## src/rtl/ibuf_pkg.sv

```systemverilog
// ibuf_pkg: shared types and sizing for the instruction-queue controller.
//   ibuf_state_e : controller FSM states
//   IBUF_DEPTH   : queue entries (power of 2)
//   IBUF_BUNDLE  : fetch slots per cycle
//   IBUF_DISP    : max dispatches per cycle
//   PTR_W/OCC_W  : pointer width and occupancy width (one extra bit to hold DEPTH)
package ibuf_pkg;

    localparam int IBUF_DEPTH  = 32;
    localparam int IBUF_BUNDLE = 8;
    localparam int IBUF_DISP   = 4;
    localparam int PTR_W       = $clog2(IBUF_DEPTH);
    localparam int OCC_W       = PTR_W + 1;

    typedef enum logic [1:0] {
        EMPTY  = 2'd0,
        ACTIVE = 2'd1,
        FULL   = 2'd2,
        FLUSH  = 2'd3
    } ibuf_state_e;

endpackage

```

## src/rtl/ibuf_popcnt8.sv

```systemverilog
// ibuf_popcnt8: population count of an 8-bit vector.
//   bits : input vector
//   cnt  : number of set bits, 0..8
module ibuf_popcnt8 (
    input  logic [7:0] bits,
    output logic [3:0] cnt
);

    always_comb begin
        cnt = 4'd0;
        for (int i = 0; i < 8; i++) begin
            cnt = cnt + {3'd0, bits[i]};
        end
    end

endmodule

```

## src/rtl/ibuf_ctrl.sv

```systemverilog
// ibuf_ctrl: sequencing controller for the frontend/backend instruction queue.
// Tracks occupancy and read/write pointers, accepts fetch bundles, grants up to
// DISP_W dispatches per cycle against backend credit, and recovers from flush.
//   clock, reset_n : clock and synchronous active-low reset
//   flush_i        : pipeline redirect; clears the queue, then FLUSH_CYC dead cycles
//   fe_vld_i/mask  : fetch bundle and its contiguous slot valids
//   fe_rdy_o       : room for a full bundle
//   be_cred_i      : backend free slots (values above DISP_W clamp)
//   wr_en_o/ptr_o  : per-slot write enables and base write index
//   rd_ptr_o       : oldest entry index
//   disp_vld_o/cnt : granted dispatch lanes (thermometer) and their count
//   occ_o          : entries held
//   buf_full_o     : FSM in FULL
//   buf_empty_o    : no entries and not recovering from flush
module ibuf_ctrl
    import ibuf_pkg::*;
#(
    parameter int DEPTH     = IBUF_DEPTH,
    parameter int BUNDLE    = IBUF_BUNDLE,
    parameter int DISP_W    = IBUF_DISP,
    parameter int FLUSH_CYC = 1,
    localparam int PW       = $clog2(DEPTH),
    localparam int OW       = PW + 1,
    localparam int DCW      = $clog2(DISP_W + 1),
    localparam int FCW      = (FLUSH_CYC > 1) ? $clog2(FLUSH_CYC) : 1
) (
    input  logic              clock,
    input  logic              reset_n,
    input  logic              flush_i,
    input  logic              fe_vld_i,
    input  logic [BUNDLE-1:0] fe_mask_i,
    output logic              fe_rdy_o,
    input  logic [2:0]        be_cred_i,
    output logic [BUNDLE-1:0] wr_en_o,
    output logic [PW-1:0]     wr_ptr_o,
    output logic [PW-1:0]     rd_ptr_o,
    output logic [DISP_W-1:0] disp_vld_o,
    output logic [DCW-1:0]    disp_cnt_o,
    output logic [OW-1:0]     occ_o,
    output logic              buf_full_o,
    output logic              buf_empty_o
);

    localparam logic [OW-1:0]  RDY_MAX  = OW'(DEPTH - BUNDLE);
    localparam logic [OW-1:0]  DISP_MAX = OW'(DISP_W);
    localparam logic [FCW-1:0] FC_LOAD  = FCW'(FLUSH_CYC - 1);

    ibuf_state_e    state, state_nx;
    logic [OW-1:0]  occ, occ_nx;
    logic [PW-1:0]  wr_ptr, wr_ptr_nx;
    logic [PW-1:0]  rd_ptr, rd_ptr_nx;
    logic [FCW-1:0] fcnt, fcnt_nx;

    logic           accept;
    logic [3:0]     pop;
    logic [OW-1:0]  wcnt;
    logic [OW-1:0]  cred;
    logic [OW-1:0]  disp;

    ibuf_popcnt8 u_pop (
        .bits (fe_mask_i),
        .cnt  (pop)
    );

    // ------------------------------------------------------------------
    // State register
    // ------------------------------------------------------------------
    always_ff @(posedge clock) begin
        if (!reset_n) begin
            state  <= EMPTY;
            occ    <= '0;
            wr_ptr <= '0;
            rd_ptr <= '0;
            fcnt   <= '0;
        end else begin
            state  <= state_nx;
            occ    <= occ_nx;
            wr_ptr <= wr_ptr_nx;
            rd_ptr <= rd_ptr_nx;
            fcnt   <= fcnt_nx;
        end
    end

    // ------------------------------------------------------------------
    // Next-state and outputs
    // ------------------------------------------------------------------
    always_comb begin
        fe_rdy_o   = 1'b0;
        accept     = 1'b0;
        wcnt       = '0;
        cred       = '0;
        disp       = '0;
        wr_en_o    = '0;
        disp_vld_o = '0;
        state_nx   = state;
        occ_nx     = occ;
        wr_ptr_nx  = wr_ptr;
        rd_ptr_nx  = rd_ptr;
        fcnt_nx    = fcnt;

        fe_rdy_o = ((state == EMPTY) || (state == ACTIVE)) && (occ <= RDY_MAX);

        // flush squashes the write and the dispatch of its own cycle
        accept = fe_vld_i && fe_rdy_o && !flush_i;
        if (accept) begin
            wcnt    = OW'(pop);
            wr_en_o = fe_mask_i;
        end

        // dispatch only from registered occupancy: no write->dispatch bypass
        cred = (OW'(be_cred_i) > DISP_MAX) ? DISP_MAX : OW'(be_cred_i);
        if (state != FLUSH && !flush_i) begin
            disp = (occ < cred) ? occ : cred;
        end
        for (int i = 0; i < DISP_W; i++) begin
            disp_vld_o[i] = (OW'(i) < disp);
        end

        if (flush_i) begin
            state_nx  = FLUSH;
            occ_nx    = '0;
            wr_ptr_nx = '0;
            rd_ptr_nx = '0;
            fcnt_nx   = FC_LOAD;
        end else if (state == FLUSH) begin
            // queue is already empty here; just count out the dead cycles
            if (fcnt == '0) begin
                state_nx = EMPTY;
            end else begin
                fcnt_nx = fcnt - 1'b1;
            end
        end else begin
            occ_nx    = occ + wcnt - disp;
            wr_ptr_nx = wr_ptr + PW'(wcnt);
            rd_ptr_nx = rd_ptr + PW'(disp);
            if (occ_nx == '0) begin
                state_nx = EMPTY;
            end else if (occ_nx <= RDY_MAX) begin
                state_nx = ACTIVE;
            end else begin
                state_nx = FULL;
            end
        end
    end

    assign disp_cnt_o  = DCW'(disp);
    assign wr_ptr_o    = wr_ptr;
    assign rd_ptr_o    = rd_ptr;
    assign occ_o       = occ;
    assign buf_full_o  = (state == FULL);
    assign buf_empty_o = (occ == '0) && (state != FLUSH);

    // Slot valids must be a run of ones from bit 0 (m & (m+1) == 0).
    always_ff @(posedge clock) begin
        if (reset_n && accept) begin
            assert ((fe_mask_i & (fe_mask_i + 1'b1)) == '0);
        end
    end

endmodule

```

## config.mk

```make
export PLATFORM = sky130hd
export DESIGN_NAME = ibuf_ctrl
export DESIGN_NICKNAME = d
export VERILOG_FILES = /design/src/rtl/ibuf_pkg.sv /design/src/rtl/ibuf_popcnt8.sv /design/src/rtl/ibuf_ctrl.sv
export SDC_FILE = /design/constraint.sdc
export NUM_CORES = 1
export LEC_CHECK = 0
export BUFFER_PORTS_ARGS = -buffer_cell sky130_fd_sc_hd__buf_2
export CAP_MARGIN = 30
export CORE_MARGIN = 10
export CORE_UTILIZATION = 59
export CTS_BUF_LIST = sky130_fd_sc_hd__clkbuf_4
export DETAILED_ROUTE_END_ITERATION = 16
export PLACE_DENSITY = 0.89
export SYNTH_ARGS = -nofsm -noshare
export SYNTH_HDL_FRONTEND = slang
export SYNTH_SLANG_ARGS = --single-unit
```

## constraint.sdc

```tcl
create_clock -name clock -period 6.8 [get_ports clock]
set_input_delay 0.68 -clock clock [delete_from_list [all_inputs] [get_ports clock]]
set_output_delay 0.68 -clock clock [all_outputs]
set_load 0.03 [all_outputs]
```

==> run_results.csv <==
group,metric,value,unit
status,status,"completed",
worst_setup_path,slowest_stage,"fa_1",
sta,hold_slack,0.476,ns
floorplanning,fp.dieArea,0.00561,mm2
clock_network,hold_buffers,0,
global_route,grt_max_degree,21,
layout,drive_above_1_share,0.209,
placement,dpl.cell_count,300,
clock_network,cts_resized,0,
worst_setup_path,critical_path_required,7.00,ns
clock_network,cts_buffers,3,
layout,final_util,0.723,
placement,hpwl,3430,um
floorplanning,pin_count,49,
placement,placed_area,0.00202,mm2
drt,wl,4090,um
global_route,overflow,0,
drt,ant_nets,0,
floorplanning,rows,19,
sta,tightestPinTransition,0.899,ns
worst_setup_path,crit_top_cell,"fa_1",
sta,clock_skew,0.00808,ns
drt,route.detailed.drc,0,
worst_setup_path,crit_path_max_incr_delay,0.54,ns
global_route,grt_pass1_wl,6760,um
global_route,grt_usage,0.150,
layout,insertedDiodeCount,0,
drt,firstDrtPassIters,4,
worst_setup_path,crit_buf_inv,3,
worst_setup_path,cp.arrival,5.13,ns
worst_setup_path,critical_path_class,"in2reg",
sta,relSlewSlack,0.399,
synthesis,yosysWarningCount,0,
floorplanning,core_area,0.00283,mm2
sta,slew_viol_final,0,
global_route,grt_pass1_vias,1558,
placement,portBuffers,48,
clock_network,clk-insertion-delay-late,0.30,ns
synthesis,synthCells,228,
floorplanning,fp.dieW,74.9,um
sta,finalCritPeriodShare,0.725,
sta,rsz0062_at_grt,"no",
drt,vias_per_cell,5.31,
clock_network,cts_max_level,1,
placement,place_congestion,0.914,
sta,layout_setup_ws,1.87,ns
synthesis,synthDistinctLibCells,39,
pwr,cellLeakagePower,1.11,nW
sta,fin_setup_tns,0,ns
clock_network,clk_pin_slew_worst_paths,0.11,ns
drt,wl_per_cell,13.4,um
clock_network,cts_tree,"done",
layout,final_common_cell,"buf_2",
synthesis,avgSynthCellArea,7.79,um2
sta,fin_crit,4.93,ns
layout,most-common-layout-cells,"buf_2 (48), inv_1 (38), nand2_1 (26), ha_1 (21)",
global_route,antenna_found_initial,0,
drt,vias,1614,
clock_network,cts_sinks,18,
sta,hold_viol_final,0,
worst_setup_path,worstPathCellList,"buf_2 > ha_1 > inv_1 > fa_1 > fa_1 > fa_1 > fa_1 > nand2b_1 > fa_1 > inv_1 > fa_1 > a21o_1 > a21oi_1 > xnor2_1 > o311a_1 > a22o_1",
clock_network,postCtsSetupRepairBufs,0,
layout,finalNonFillerCells,304,
worst_setup_path,startpoint_type,"input pin",
placement,dp_slack,1.56,ns
worst_setup_path,cp_max_fo,3,
floorplanning,initial_core_util,0.628,
floorplanning,die_y,74.9,um
synthesis,ys_seq_area_frac,0.203,
worst_setup_path,crit_family,"adder cells",
run,drv_cap,0,
synthesis,synth_seq_cells,18,
worst_setup_path,end_kind,"flip-flop",
layout,area_growth,15.1,%
pwr,p_per_area,424,mW/mm2
worst_hold_path,min_path_type,"reg2reg",
sta,finalSetupViolCount,0,
pwr,vdd_drop_max,0.171,mV
clock_network,cts_buffer_depth,2,
drt,drt_iter0_markers,133,
synthesis,synthArstFlopShare,0,
synthesis,synthFlopType,"dfxtp_1",
synthesis,synth_edf_count,0,
sta,fmax,0.203,GHz
layout,nets,320,
layout,final_area,0.00205,mm2
pwr,total_power,0.868,mW
clock_network,cts-root-buf,"clkbuf_4",
synthesis,netlist_area,0.00178,mm2
-- path summary, 6_finish.rpt --
path,from,end,slack (ns),depth (start not counted)
worst min register to register,rd_ptr_o[3],rd_ptr_o[3],0.48,2
worst max-delay path,fe_mask_i[0],state[0],1.87,16
worst min-delay path,rd_ptr_o[3],rd_ptr_o[3],0.48,2
worst max register to register,occ_o[5],state[0],2.76,14
-- worst min-delay path, cell delays in order, from the launching register on --
cell and delay [ns]:
dfxtp_1 0.34, nand2_1 0.05, a21oi_1 0.05
-- power breakdown --
group	switching, mW	internal (mW)	leakage, nW	total, mW
Clock	0.0340	0.0214	0.0154	0.0553
Sequential	0.0270	0.130	0.147	0.157
Combinational	0.411	0.244	0.951	0.656
Total	0.472	0.396	1.11	0.868
-- layout make-up --
| type | instances | area, um2 |
|---|---|---|
| Tap cell | 31 | 38.8 |
| Clock inverter | 1 | 3.75 |
| Multi-Input combinational cell | 165 | 1240 |
| Timing Repair Buffer | 48 | 240 |
| Sequential cell | 18 | 360 |
| Clock buffer | 3 | 22.5 |
| Fill cell | 218 | 783 |
| Inverter | 38 | 143 |
-- state kept, by name, indices dropped and copies added, names as in the netlist --
name / cells
state: 2
rd_ptr_o: 5
wr_ptr_o: 5
occ_o: 6
-- per-layer routing --
layer	up-vias	share of wire	global-route usage
met5	-	0	0
met4	0	0.0076	0.0273
met3	5	0.080	0.0473
met2	42	0.50	0.270
met1	738	0.41	0.170
li1	829	-	-
-- kinds of logic (layout without fill, tap and decap cells) --
group,after synthesis,after routing,synth area share
other,1,2,0.00211
buffers and inverters,46,90,0.103
XOR/XNOR,7,7,0.0345
flip-flops,18,18,0.203
multiplexers,3,3,0.0204
AO/OA/AOI/OAI,49,49,0.170
adder cells (fa/ha/maj),31,31,0.261
AND/OR/NAND/NOR,73,73,0.207
-- cells in the mapped netlist, types with 2 or more instances --
library cell	instances	area, um2
nor2_1	19	71.3
o21ai_1	3	15.0
a31oi_1	3	18.8
a211oi_1	4	30.0
fa_1	10	200
xnor2_1	6	52.6
inv_1	38	143
clkbuf_1	4	15.0
and2_1	9	56.3
nand2_1	26	97.6
dfxtp_1	18	360
a21o_1	3	22.5
ha_1	21	263
nor2b_1	4	25.0
nand2b_1	6	37.5
nor4b_2	2	30.0
nor3_1	3	15.0
o21ai_0	7	35.0
o21a_1	3	22.5
a21oi_1	19	95.1
o211ai_1	2	15.0
No activity file was read; power rests on OpenSTA's default activity.
